**config.mk**
```make
export PLATFORM = sky130hd
export DESIGN_NAME = rule_write_ctrl
export DESIGN_NICKNAME = d
export VERILOG_FILES = /design/src/rtl/rule_write_ctrl.sv
export SDC_FILE = /design/constraint.sdc
export NUM_CORES = 1
export LEC_CHECK = 0
export CORE_MARGIN = 2
export CORE_UTILIZATION = 43
export DETAILED_ROUTE_END_ITERATION = 10
export GPL_TIMING_DRIVEN = 0
export PLACE_DENSITY_LB_ADDON = 0.3
export SLEW_MARGIN = 20
export SYNTH_ARGS = -nofsm -noshare
export SYNTH_HDL_FRONTEND = slang
export SYNTH_SLANG_ARGS = --single-unit
```
**constraint.sdc**
```tcl
create_clock -name clk -period 1.9 [get_ports clk]
set_input_delay 0.38 -clock clk [delete_from_list [all_inputs] [get_ports clk]]
set_output_delay 0.38 -clock clk [all_outputs]
set_load 0.01 [all_outputs]
```
**src/rtl/rule_write_ctrl.sv**
```systemverilog
`default_nettype none
// ============================================================================
// Module   : rule_write_ctrl
// Purpose  : Writer side of the TCAM rule memory. It handles write, delete and
//            flush requests, runs a clearing sweep after reset, and keeps a
//            per-entry valid vector. Define RULE_VERIFY_EN to read each
//            write/delete back and check it.
// Revision : 1.0 - initial release
// ============================================================================
module rule_write_ctrl #(
  parameter int MAX_RULE = 64,
  parameter int KEY_LEN  = 32,
  parameter int ADDR_W   = 6
) (
  input  logic                clk,
  input  logic                rst_n,
  input  logic                req_valid,
  output logic                req_ready,
  input  logic [1:0]          req_op,
  input  logic [ADDR_W-1:0]   req_addr,
  input  logic [KEY_LEN-1:0]  req_rule,
  output logic                done_valid,
  output logic                done_err,
  output logic                mem_we,
  output logic [ADDR_W-1:0]   mem_waddr,
  output logic [KEY_LEN-1:0]  mem_wdata,
  output logic [ADDR_W-1:0]   mem_raddr,
  input  logic [KEY_LEN-1:0]  mem_rdata,
  output logic [MAX_RULE-1:0] entry_valid,
  output logic                busy
);

  localparam logic [2:0] c_INIT   = 3'd0;
  localparam logic [2:0] c_IDLE   = 3'd1;
  localparam logic [2:0] c_WRITE  = 3'd2;
  localparam logic [2:0] c_SWEEP  = 3'd3;
  localparam logic [2:0] c_VERIFY = 3'd4;
  localparam logic [2:0] c_RESP   = 3'd5;

  localparam logic [ADDR_W:0] c_MAX = (ADDR_W+1)'(MAX_RULE);

  logic [2:0]        r_state;
  logic [ADDR_W:0]   r_ptr;
  logic [ADDR_W-1:0] r_addr;
  logic              r_del;
  logic              w_accept;
  logic              w_bad;

  assign w_accept = (r_state == c_IDLE) && req_valid && req_ready;
  assign w_bad    = (req_op == 2'b11) || ({1'b0, req_addr} >= c_MAX);

`ifndef RULE_VERIFY_EN
  logic w_unused_rdata;
  assign w_unused_rdata = ^mem_rdata;
  assign mem_raddr      = '0;
`endif

  always_ff @(posedge clk or negedge rst_n) begin
    if (!rst_n) begin
      r_state     <= c_INIT;
      r_ptr       <= '0;
      r_addr      <= '0;
      r_del       <= 1'b0;
      req_ready   <= 1'b0;
      done_valid  <= 1'b0;
      done_err    <= 1'b0;
      mem_we      <= 1'b0;
      mem_waddr   <= '0;
      mem_wdata   <= '0;
      entry_valid <= '0;
      busy        <= 1'b0;
`ifdef RULE_VERIFY_EN
      mem_raddr   <= '0;
`endif
    end else begin
      case (r_state)
        // The pointer runs one past the last entry so the final write stays
        // visible for a full cycle before mem_we drops.
        c_INIT, c_SWEEP: begin
          if (r_ptr == c_MAX) begin
            mem_we <= 1'b0;
            if (r_state == c_INIT) begin
              r_state   <= c_IDLE;
              req_ready <= 1'b1;
              busy      <= 1'b0;
            end else begin
              r_state     <= c_RESP;
              done_valid  <= 1'b1;
              done_err    <= 1'b0;
              entry_valid <= '0;
            end
          end else begin
            mem_we    <= 1'b1;
            mem_waddr <= r_ptr[ADDR_W-1:0];
            mem_wdata <= '0;
            r_ptr     <= r_ptr + 1'b1;
            busy      <= 1'b1;
          end
        end

        c_IDLE: begin
          if (w_accept) begin
            req_ready <= 1'b0;
            busy      <= 1'b1;
            if (w_bad) begin
              r_state    <= c_RESP;
              done_valid <= 1'b1;
              done_err   <= 1'b1;
            end else if (req_op == 2'b10) begin
              r_state   <= c_SWEEP;
              mem_we    <= 1'b1;
              mem_waddr <= '0;
              mem_wdata <= '0;
              r_ptr     <= {{ADDR_W{1'b0}}, 1'b1};
            end else begin
              r_state   <= c_WRITE;
              mem_we    <= 1'b1;
              mem_waddr <= req_addr;
              mem_wdata <= req_op[0] ? '0 : req_rule;
              r_addr    <= req_addr;
              r_del     <= req_op[0];
            end
          end
        end

        c_WRITE: begin
          mem_we <= 1'b0;
`ifdef RULE_VERIFY_EN
          mem_raddr <= r_addr;
          r_state   <= c_VERIFY;
`else
          entry_valid[r_addr] <= !r_del;
          done_valid          <= 1'b1;
          done_err            <= 1'b0;
          r_state             <= c_RESP;
`endif
        end

`ifdef RULE_VERIFY_EN
        // mem_wdata still holds the value just written, so it is the reference.
        c_VERIFY: begin
          entry_valid[r_addr] <= !r_del && (mem_rdata == mem_wdata);
          done_valid          <= 1'b1;
          done_err            <= (mem_rdata != mem_wdata);
          r_state             <= c_RESP;
        end
`endif

        c_RESP: begin
          done_valid <= 1'b0;
          done_err   <= 1'b0;
          req_ready  <= 1'b1;
          busy       <= 1'b0;
          r_state    <= c_IDLE;
        end

        default: begin
          r_state <= c_INIT;
          r_ptr   <= '0;
        end
      endcase
    end
  end

endmodule
`default_nettype wire

```
==> results by group, run 1 <==
STA
  • Final setup violation count: 0
  • Worst Skew: 0.00788 ns
  • Final hold viol count: 0
  • Worst Tran Pin Value: 0.720 ns
  • Post-route clock period utilization: 98.0%
  • Slew Limit Headroom: 51.7%
  • Setup Total Neg Slack: 0 ns
  • Setup ws final: 0.0373 ns
  • Minimum clock period: 1.86 ns
  • Slew Limit Fails: 0
  • FMAX: 537 MHz
  • RSZ-0062 raised after global routing: yes
  • Min Hold Slack: 0.443 ns

Synth
  • Library cells used by synthesis: 47
  • Yosys warning total: 0
  • Synth top area cells: dfrtp_1, o31ai_1, a21oi_1, o21ai_0, mux2i_1
  • Dominant cell type by area after synthesis: dfrtp_1
  • Mean post-synth cell area: 9.82 µm²
  • Synthesized area: 6150 µm²
  • Synth Flop Type: dfrtp_1
  • Ys async rst share: 100%
  • Top cell type's share of synthesized area: 50.5%
  • Gate count of the mapped netlist: 626
  • Flops & latches, synth: 124
  • Post-synth EDFFs: 0
  • Sequential cell area fraction in the yosys report: 50.5%

Worst setup path
  • Crit-path slowest cell: dfrtp_2
  • Most used cell, CP: buf_12
  • Crit. End Element: flop
  • WP data required: 2.23 ns
  • Crit path DAT: 2.19 ns
  • Ordered list of cells on the worst path: inv_2 > ha_4 > and4bb_2 > a211o_1 > o21ai_4 > buf_12 > buf_12 > mux2i_1
  • WP buf/inv: 3
  • CP startpoint kind: flop
  • Critical path's top delay family: compound AO/OA/AOI/OAI gates
  • Max incr delay on CP: 0.37 ns
  • Critical Path Fanout Max: 7
  • Kind of critical path: flop to flop

Global route
  • First-pass GRT wire length: 28500 µm
  • Total track usage: 24.5%
  • Largest net degree at the start of global routing: 72
  • Vias in the first global route: 5531
  • Total grt overflow: 0
  • Initial antenna violation count: 0

CTS
  • Clock slew at reported path FFs: 0.06 ns
  • TritonCTS clock tree: built
  • Clock Path Buffers: 2
  • CTS H-tree lvls: 4
  • # clock sinks: 124
  • Worst-Skew Late Latency: 0.42 ns
  • CTS root buf: clkbuf_16
  • Number of CTS-inserted buffers: 17

Route
  • Detailed-route vias per instance: 5.59
  • Iteration-0 DRC count of the detailed router: 427
  • Routed WL per cell: 18.4 µm
  • DR pass1 iterations: 4
  • Total Routed Length: 18600 µm
  • DRC viols: 0
  • Post-route ant nets: 0
  • Vias: 5631

Floorplanning
  • DIE AREA: 15300 µm²
  • Die Ht: 124 µm
  • Core Area: 13900 µm²
  • Initial Utilization: 44.1%
  • Die X: 124 µm
  • Core Rows: 43
  • Io pins: 188

Finish
  • Fill cells: 1079
  • Area Growth Syn to Fin: 46.4%
  • Fraction of layout instances using a drive strength above 1: 18.1%
  • Post-route insts no fill: 1007
  • Nets: 892
  • Final core utilization: 64.6%
  • Diodes inserted: 0

Pwr
  • Pwr dens: 686 nW/µm²
  • P_int: 4.88 mW
  • Register share of total power: 43.4%
  • Switching part of the total: 21.0%
  • Clk network pwr share: 51.6%
  • Logic pwr share: 4.9%
  • VDD IR-drop max: 0.569 mV
  • LEAKAGE: 3.81 nW
  • Sw power: 1.30 mW

Placed design
  • GPL Wtd Cong: 0.913
  • Port bufs: 149
  • Placed insts: 961
  • HPWL Detailed: 12600 µm
  • Dpl ws: -0.377 ns

Job
  • Max_cap viols: 0

Status
  • Status: finished, final reports clean

Hold path
  • HP Class: primary input to flop
## flip-flops by register name, indices dropped and copies added, names as in the netlist
| register | flops |
|---|---|
| busy | 1 |
| done_err | 1 |
| done_valid | 1 |
| entry_valid | 64 |
| mem_waddr | 6 |
| mem_wdata | 32 |
| mem_we | 1 |
| r_addr | 6 |
| r_del | 1 |
| r_ptr | 7 |
| r_state | 3 |
| req_ready | 1 |
## per-stage QoR
step                power [mW]  instance area (µm²)
floorplan                 2.81                 6170
global placement          3.02                 7880
detailed placement        3.03                 7920
CTS                       6.21                 8660
global route              6.38                 9000
finish                    6.18                 9000
## power groups by stage
stage,combinational (mW),sequential [mW],clock (mW)
3_3_place_gp,0.289,2.73,0
2_1_floorplan,0.0667,2.74,0
6_report,0.306,2.68,3.19
3_5_place_dp,0.305,2.73,0
4_1_cts,0.310,2.68,3.22
5_1_grt,0.337,2.69,3.35
## Yosys cell counts, types with 2 or more instances
| cell | count |
|---|---|
| o21ai_0 | 70 |
| mux2_4 | 7 |
| buf_1 | 8 |
| buf_2 | 13 |
| nand3b_1 | 6 |
| buf_6 | 5 |
| nand2b_1 | 3 |
| buf_4 | 8 |
| mux2_2 | 6 |
| nor2_1 | 6 |
| a21o_1 | 2 |
| and3b_1 | 6 |
| a22o_1 | 2 |
| o31ai_1 | 65 |
| clkbuf_1 | 25 |
| mux2i_1 | 32 |
| nand3_1 | 8 |
| dfrtp_1 | 124 |
| a21oi_1 | 71 |
| nand2_1 | 67 |
| xor2_1 | 2 |
| inv_1 | 37 |
| o21a_1 | 2 |
| or3b_2 | 3 |
| nor3b_2 | 6 |
| a211o_1 | 4 |
| ha_1 | 2 |
| nor3_1 | 6 |
| o22ai_1 | 3 |
| nor3b_1 | 4 |
| and3_1 | 4 |
| or3_1 | 3 |
| nor3_2 | 2 |
## timing repair
| action | 4_1_cts | 5_1_grt |
|---|---|---|
| hold buffers | 1 | 0 |
| gates cloned | 1 | 2 |
| buffers inserted | 11 | 5 |
| resized for setup | 26 | 93 |
| pin swaps | 4 | 6 |
| hold endpoints to repair | 53 | 0 |
| endpoints found under the setup margin | 116 | 115 |
## path summary, 6_finish.rpt
check | endpoint | slack, ns | from | depth (start not counted)
worst max-delay path | mem_wdata[14]$_DFFE_PN0P_ | 0.04 | r_ptr[0]$_DFFE_PN0P_ | 8
worst min-delay path | r_del$_DFFE_PN0P_ | 0.44 | req_op[0] | 2
worst max register to register | mem_wdata[14]$_DFFE_PN0P_ | 0.04 | r_ptr[0]$_DFFE_PN0P_ | 8
worst min register to register | entry_valid[9]$_DFFE_PN0P_ | 0.50 | entry_valid[9]$_DFFE_PN0P_ | 2
max in group asynchronous | mem_wdata[31]$_DFFE_PN0P_ | 0.67 | rst_n | 3
min in group asynchronous | entry_valid[51]$_DFFE_PN0P_ | 0.49 | rst_n | 2
## placed cells by master, fill, tap and decap left out, types with 3 or more instances in the layout
master           instances
mux2_2                   3
buf_2                    7
nor3b_1                  4
o21ai_1                 17
and3b_1                  6
clkbuf_8                 4
a211o_1                  4
o31ai_4                  3
mux2i_1                 32
o31ai_2                 18
nand2_1                 65
clkbuf_16               19
buf_12                   3
and3_1                   4
nand3b_1                 6
nand3_1                  7
clkdlybuf4s50_1        146
dfrtp_1                122
o21ai_0                 53
nor2_1                   5
nor3b_4                  4
buf_1                    4
nand2b_1                 3
o22ai_1                  3
conb_1                   6
inv_1                   35
clkinv_2                 4
a21oi_1                 71
clkbuf_2                 9
o31ai_1                 44
nor3_1                   4
mux2_4                  10
buf_6                    9
clkbuf_1                16
buf_4                   25
## layout make-up
class | count | area, µm² | share of cell area, %
plain buffers | 54 | 365 | 4.06
clock buffers | 24 | 492 | 5.46
clock inverters | 7 | 87.6 | 0.973
inverters | 37 | 139 | 1.54
multi-input cells | 411 | 2870 | 31.9
flip-flops and latches | 124 | 3110 | 34.5
well taps | 180 | 225 | 2.50
repair buffers | 170 | 1720 | 19.1
## metal layers
metal / vias up / global-route usage [%] / wire (µm)
met5: - / 0 / 0
met4: 0 / 11.9 / 569
met3: 42 / 6.60 / 1550
met1: 2739 / 31.1 / 7530
li1: 2601 / - / -
met2: 249 / 38.6 / 8920
## logic make-up (layout without fill, tap and decap cells)
logic type / after synthesis / after routing / share of synthesized area [%]
compound gates: 227 / 227 / 22.1
xor+xnor: 2 / 2 / 0.285
fa+ha+maj: 3 / 3 / 0.570
buf+inv: 96 / 292 / 7.23
flops: 124 / 124 / 50.5
mux: 45 / 45 / 8.02
other cells: 1 / 6 / 0.0610
simple gates: 128 / 128 / 11.3
No activity file was read; power rests on OpenSTA's default activity.
==> inputs of run 2 (changes only) <==
TNS_END_PERCENT = 50   (was unset)
==> run 2 against run 1 <==
The run now ends with negative setup slack left; final area decreased by 0.24%; final cell count about the same; via count increased by 0.98%; combinational power about the same; hold slack got worse by 0.019 ns; utilization decreased by 0.15 points; register-to-register slack got worse by 0.05 ns; fmax decreased by 2.4%; die area unchanged; critical path type unchanged; largest cell class unchanged.
==> results by group, run 2 (synthesized netlist as in run 1, its figures left out) <==
CTS
  • Number of CTS-inserted buffers: 17
  • Clock slew at reported path FFs: 0.06 ns
  • CTS root buf: clkbuf_16
  • Clock Path Buffers: 2
  • CTS H-tree lvls: 4
  • Worst-Skew Late Latency: 0.42 ns
  • # clock sinks: 124
  • TritonCTS clock tree: built

Floorplanning
  • Core Area: 13900 µm²
  • Die X: 124 µm
  • Core Rows: 43
  • DIE AREA: 15300 µm²
  • Initial Utilization: 44.1%
  • Io pins: 188
  • Die Ht: 124 µm

Placed design
  • HPWL Detailed: 12600 µm
  • GPL Wtd Cong: 0.913
  • Port bufs: 149

Worst setup path
  • WP data required: 2.21 ns
  • CP startpoint kind: flop
  • Worst r2r dst: mem_waddr[4]$_DFFE_PN0P_
  • Worst r2r src: r_ptr[0]$_DFFE_PN0P_
  • Worst Setup SP: r_ptr[0]$_DFFE_PN0P_
  • Crit path DAT: 2.22 ns
  • FF-to-FF path depth: 7
  • Flop2flop setup slack: -0.009 ns
  • Crit. End Element: flop
  • Critical Path Fanout Max: 7
  • Kind of critical path: flop to flop

STA
  • Final setup violation count: 3
  • Setup ws final: -0.00898 ns
  • Worst Skew: 0.00799 ns
  • Final hold viol count: 0
  • Worst Tran Pin Value: 0.814 ns
  • Post-route clock period utilization: 100%
  • Slew Limit Headroom: 45.4%
  • FMAX: 524 MHz
  • Minimum clock period: 1.91 ns
  • Slew Limit Fails: 0
  • Min Hold Slack: 0.425 ns
  • RSZ-0062 raised after global routing: yes

Finish
  • Most common cell after layout, fill and taps aside: clkdlybuf4s50_1
  • Area Growth Syn to Fin: 46.1%
  • Fill cells: 1084
  • Max reg flops: 64
  • Largest registers: entry_valid (64), mem_wdata (32), r_ptr (7)
  • Most frequent cells in the layout: clkdlybuf4s50_1, dfrtp_1, a21oi_1, nand2_1, o21ai_0
  • Final core utilization: 64.4%
  • Nets: 891
  • Reg with most FFs: entry_valid
  • Diodes inserted: 0
  • Multi-input logic area: 2850 µm²
  • Fraction of layout instances using a drive strength above 1: 18.0%
  • Reg area: 3100 µm²

Hold path
  • HP Class: primary input to flop
  • Hold EP: r_del$_DFFE_PN0P_
  • HP Start: req_op[0]
  • Hold Crit Depth: 2

Route
  • DRC viols: 0
  • Detailed-route vias per instance: 5.65
  • Routed WL per cell: 18.6 µm
  • Post-route ant nets: 0
  • Total Routed Length: 18700 µm
  • Vias: 5686
  • Iteration-0 DRC count of the detailed router: 502
  • DR pass1 iterations: 5

Global route
  • Vias in the first global route: 5549
  • Total grt overflow: 0
  • Total track usage: 24.5%
  • Largest net degree at the start of global routing: 72
  • First-pass GRT wire length: 28500 µm
  • Initial antenna violation count: 0

Job
  • Max_cap viols: 0

Pwr
  • LEAKAGE: 3.79 nW
  • VDD IR-drop max: 0.569 mV
  • Tot Pwr: 6.18 mW
  • Pwr dens: 689 nW/µm²

Status
  • Status: finished, violations left
  • Failing checks: negative setup slack
run 2: cell count changes in the layout (fill, tap and decap cells not counted), sizes merged:
| cell | previous run | this run |
|---|---|---|
| buf | 49 | 47 |
| clkbuf | 50 | 51 |
run 2: metal layers:
| layer | track usage [%] | vias to the layer above | share of wire [%] |
|---|---|---|---|
| met2 | 38.9 | 257 | 49 |
| met3 | 7.52 | 35 | 8.7 |
| met1 | 31.1 | 2797 | 40 |
| met5 | 0 | - | 0 |
| met4 | 10.3 | 0 | 2.0 |
| li1 | - | 2597 | - |
run 2: power by group:
| part | leakage, nW | switching [mW] | internal (mW) | total (mW) |
|---|---|---|---|---|
| combinational | 1.84 | 0.144 | 0.162 | 0.305 |
| clock | 0.286 | 1.14 | 2.05 | 3.19 |
| sequential | 1.67 | 0.0143 | 2.67 | 2.68 |
run 2: worst max path at each step:
| stage | endpoint |
|---|---|
| final | mem_waddr[4]$_DFFE_PN0P_ |
| after global routing | mem_waddr[3]$_DFFE_PN0P_ |
| after CTS | entry_valid[20]$_DFFE_PN0P_ |
| after global placement | mem_wdata[25]$_DFFE_PN0P_ |
| after detailed placement | r_ptr[2]$_DFFE_PN0P_ |
| after floorplan | mem_waddr[0]$_DFFE_PN0P_ |
run 2: worst max-delay path: stages, from the launching register on:
cell	delay [ns]
dfrtp_2	0.38
inv_2	0.05
ha_4	0.14
and4bb_2	0.26
a211o_1	0.31
o21ai_4	0.10
buf_8	0.20
mux2_2	0.34
run 2: final cells by class:
| type | count | share of cell area (%) |
|---|---|---|
| multi-input combinational | 411 | 31.7 |
| clock buffer | 24 | 5.48 |
| sequential | 124 | 34.6 |
| buffer | 55 | 4.10 |
| clock inverter | 7 | 0.975 |
| tap | 180 | 2.51 |
| inverter | 37 | 1.55 |
| timing repair buffer | 168 | 19.1 |
run 2: repair_timing:
item / in CTS / in global routing
gates resized for setup: 27 / 88
pin swaps: 3 / 7
cloned: 1 / 2
endpoints found under the hold margin: 53 / 0
hold buffers: 1 / 0
endpoints found under the setup margin: 116 / 116
setup buffers: 9 / 5
run 2: metrics by stage:
step                      cell area, µm²  setup WS, ns  std cells  setup TNS, ns
after global placement              7880         -4.29        960        -548.48
after CTS                           8650      -0.00377       1002       -0.00728
after floorplan                     6170       0.00648        631              0
after detailed placement            7920        -0.377        961         -23.53
final                               8980      -0.00898       1006        -0.0216
after global routing                8980       -0.0687       1006          -1.60
==> inputs of run 3 (changes only) <==
CORE_UTILIZATION = 47   (was 43)
GPL_TIMING_DRIVEN = unset   (was 0)
clock period = 2.05 ns   (was 1.9 ns; I/O delays follow)
==> run 3 against run 2 <==
The run ends with negative hold slack left; wire length shrank 4.1%; sequential share of layout area grew 1.6 points; critical endpoint is now r_ptr[4]$_DFFE_PN0P_; largest power group unchanged; global-route usage grew 1.1 points.
==> results by group, run 3 (synthesized netlist as in run 1, its figures left out) <==
Status
  • Status: finished, violations left
  • Failing checks: negative hold slack

Route
  • Detailed-route vias per instance: 5.80
  • Post-route ant nets: 0
  • Routed WL per cell: 18.6 µm
  • DRC viols: 0
  • DR pass1 iterations: 4
  • Vias: 5581
  • Total Routed Length: 17900 µm
  • Iteration-0 DRC count of the detailed router: 633

Worst setup path
  • FF-to-FF path depth: 7
  • Flop2flop setup slack: 0.08 ns
  • Worst r2r dst: r_ptr[4]$_DFFE_PN0P_
  • WP data required: 2.40 ns
  • Max incr delay on CP: 0.55 ns
  • Critical Path Fanout Max: 4
  • CP startpoint kind: flop
  • Crit-path slowest cell: a211oi_1
  • Kind of critical path: flop to flop
  • Worst r2r src: r_ptr[0]$_DFFE_PN0P_
  • Ordered list of cells on the worst path: inv_1 > ha_1 > and4bb_1 > buf_4 > a211oi_1 > and3_1 > a211o_1
  • Crit. End Element: flop
  • Crit path DAT: 2.32 ns

Global route
  • Gr busiest metal: met2
  • First-pass GRT wire length: 28600 µm
  • Vias in the first global route: 5445
  • Total grt overflow: 0
  • M3 GR Usage: 6.27%
  • Initial antenna violation count: 0
  • Largest net degree at the start of global routing: 70
  • Total track usage: 25.7%
  • Met1 Track Usage GR: 32.9%
  • M2 GR Usage: 40.9%

CTS
  • Setup bufs post-CTS: 0
  • Number of CTS-inserted buffers: 17
  • Worst-Skew Late Latency: 0.42 ns
  • Clock slew at reported path FFs: 0.05 ns
  • CTS root buf: clkbuf_16
  • Clock Path Buffers: 2
  • CTS H-tree lvls: 4
  • TritonCTS clock tree: built
  • # hold bufs at CTS: 0
  • # clock sinks: 124

Finish
  • Final instance area: 8590 µm²
  • Fraction of layout instances using a drive strength above 1: 12.1%
  • Most frequent cells in the layout: clkdlybuf4s50_1, dfrtp_1, a21oi_1, o21ai_0, nand2_1
  • Largest registers: entry_valid (64), mem_wdata (32), r_ptr (7)
  • Nets: 855
  • Reg with most FFs: entry_valid
  • Final core utilization: 67.8%
  • Reg area: 3100 µm²
  • Area Growth Syn to Fin: 39.7%
  • Diodes inserted: 0
  • Most common cell after layout, fill and taps aside: clkdlybuf4s50_1
  • Fill cells: 1019
  • Max reg flops: 64
  • Multi-input logic area: 2650 µm²

Floorplanning
  • Die Ht: 118 µm
  • Core Area: 12700 µm²
  • Initial Utilization: 48.5%
  • Die X: 118 µm
  • Io pins: 188
  • Core Rows: 41
  • DIE AREA: 14000 µm²

Placed design
  • Dpl ws: -0.0697 ns
  • Port bufs: 149
  • DP Area: 7970 µm²
  • GPL Wtd Cong: 0.880
  • HPWL Detailed: 11900 µm

STA
  • Final setup violation count: 0
  • Slew Limit Fails: 0
  • RSZ-0062 raised after global routing: no
  • Min Hold Slack: -0.00428 ns
  • Post-route clock period utilization: 96.3%
  • Slew Limit Headroom: 58.1%
  • Worst Tran Pin Value: 0.624 ns
  • Worst Skew: 0.0123 ns
  • Minimum clock period: 1.97 ns
  • Final hold viol count: 3
  • Setup ws final: 0.0759 ns
  • FMAX: 507 MHz

Pwr
  • Pwr dens: 693 nW/µm²
  • VDD IR-drop max: 0.440 mV
  • Tot Pwr: 5.96 mW
  • LEAKAGE: 3.68 nW

Hold path
  • HP Class: primary input to asynchronous set/reset pin

Job
  • Max_cap viols: 0
[run 3: cell types whose count changed in the layout (fill, tap and decap cells not counted), sizes merged]
cell / before / now
buf: 47 / 39
bufinv: 2 / 4
clkbuf: 51 / 25
clkdlybuf4s50: 146 / 148
clkinv: 4 / 3
clkinvlp: 1 / 0
dlygate4sd3: 1 / 0
dlymetal6s2s: 2 / 0
[run 3: worst max path at each step]
| stage | slack, ns | endpoint | depth (start not counted) | from |
|---|---|---|---|---|
| 2_1_floorplan | 0.12 | mem_waddr[0]$_DFFE_PN0P_ | 7 | r_ptr[0]$_DFFE_PN0P_ |
| 3_3_place_gp | 0.02 | mem_waddr[3]$_DFFE_PN0P_ | 6 | req_op[1] |
| 3_5_place_dp | -0.07 | mem_wdata[19]$_DFFE_PN0P_ | 7 | req_op[1] |
| 4_1_cts | 0.03 | entry_valid[31]$_DFFE_PN0P_ | 7 | r_ptr[1]$_DFFE_PN0P_ |
| 5_1_grt | 0.001 | mem_wdata[20]$_DFFE_PN0P_ | 8 | r_ptr[1]$_DFFE_PN0P_ |
| 6_report | 0.08 | r_ptr[4]$_DFFE_PN0P_ | 7 | r_ptr[0]$_DFFE_PN0P_ |
[run 3: power breakdown]
group | switching (mW) | internal [mW]
registers | 0.0141 | 2.47
clock network | 1.06 | 2.13
logic | 0.135 | 0.150
[run 3: cell type report]
type / instances / share of cell area [%]
sequential: 124 / 36.1
multi-input combinational: 411 / 30.8
timing repair buffer: 187 / 21.7
clock buffer: 25 / 5.65
tap: 172 / 2.51
inverter: 37 / 1.62
clock inverter: 7 / 1.57
[run 3: layer usage]
metal | part of all wire [%] | wire (µm)
met4 | 2.5 | 454
met5 | 0 | 0
met1 | 40 | 7150
met3 | 8.4 | 1500
met2 | 49 | 8800
[run 3: timing repair]
item / in CTS / in global routing
hold endpoints to repair: 0 / 0
setup endpoints to repair: 0 / 64
gates resized for setup: 0 / 1
[run 3: critical path: cells and delay by family, from the launching register on]
kind	cells	cell delay, ns
compound gates	2	0.65
simple gates	2	0.52
flops	1	0.34
buf+inv	2	0.21
fa+ha+maj	1	0.18
[run 3: stage by stage]
stage	TNS (ns)	hold WS, ns	cells
after floorplan	0	0.114	631
after global placement	0	0.439	931
after detailed placement	-0.885	0.442	931
after CTS	0	0.00675	963
after global routing	0	0.0264	963
final	0	-0.00428	963
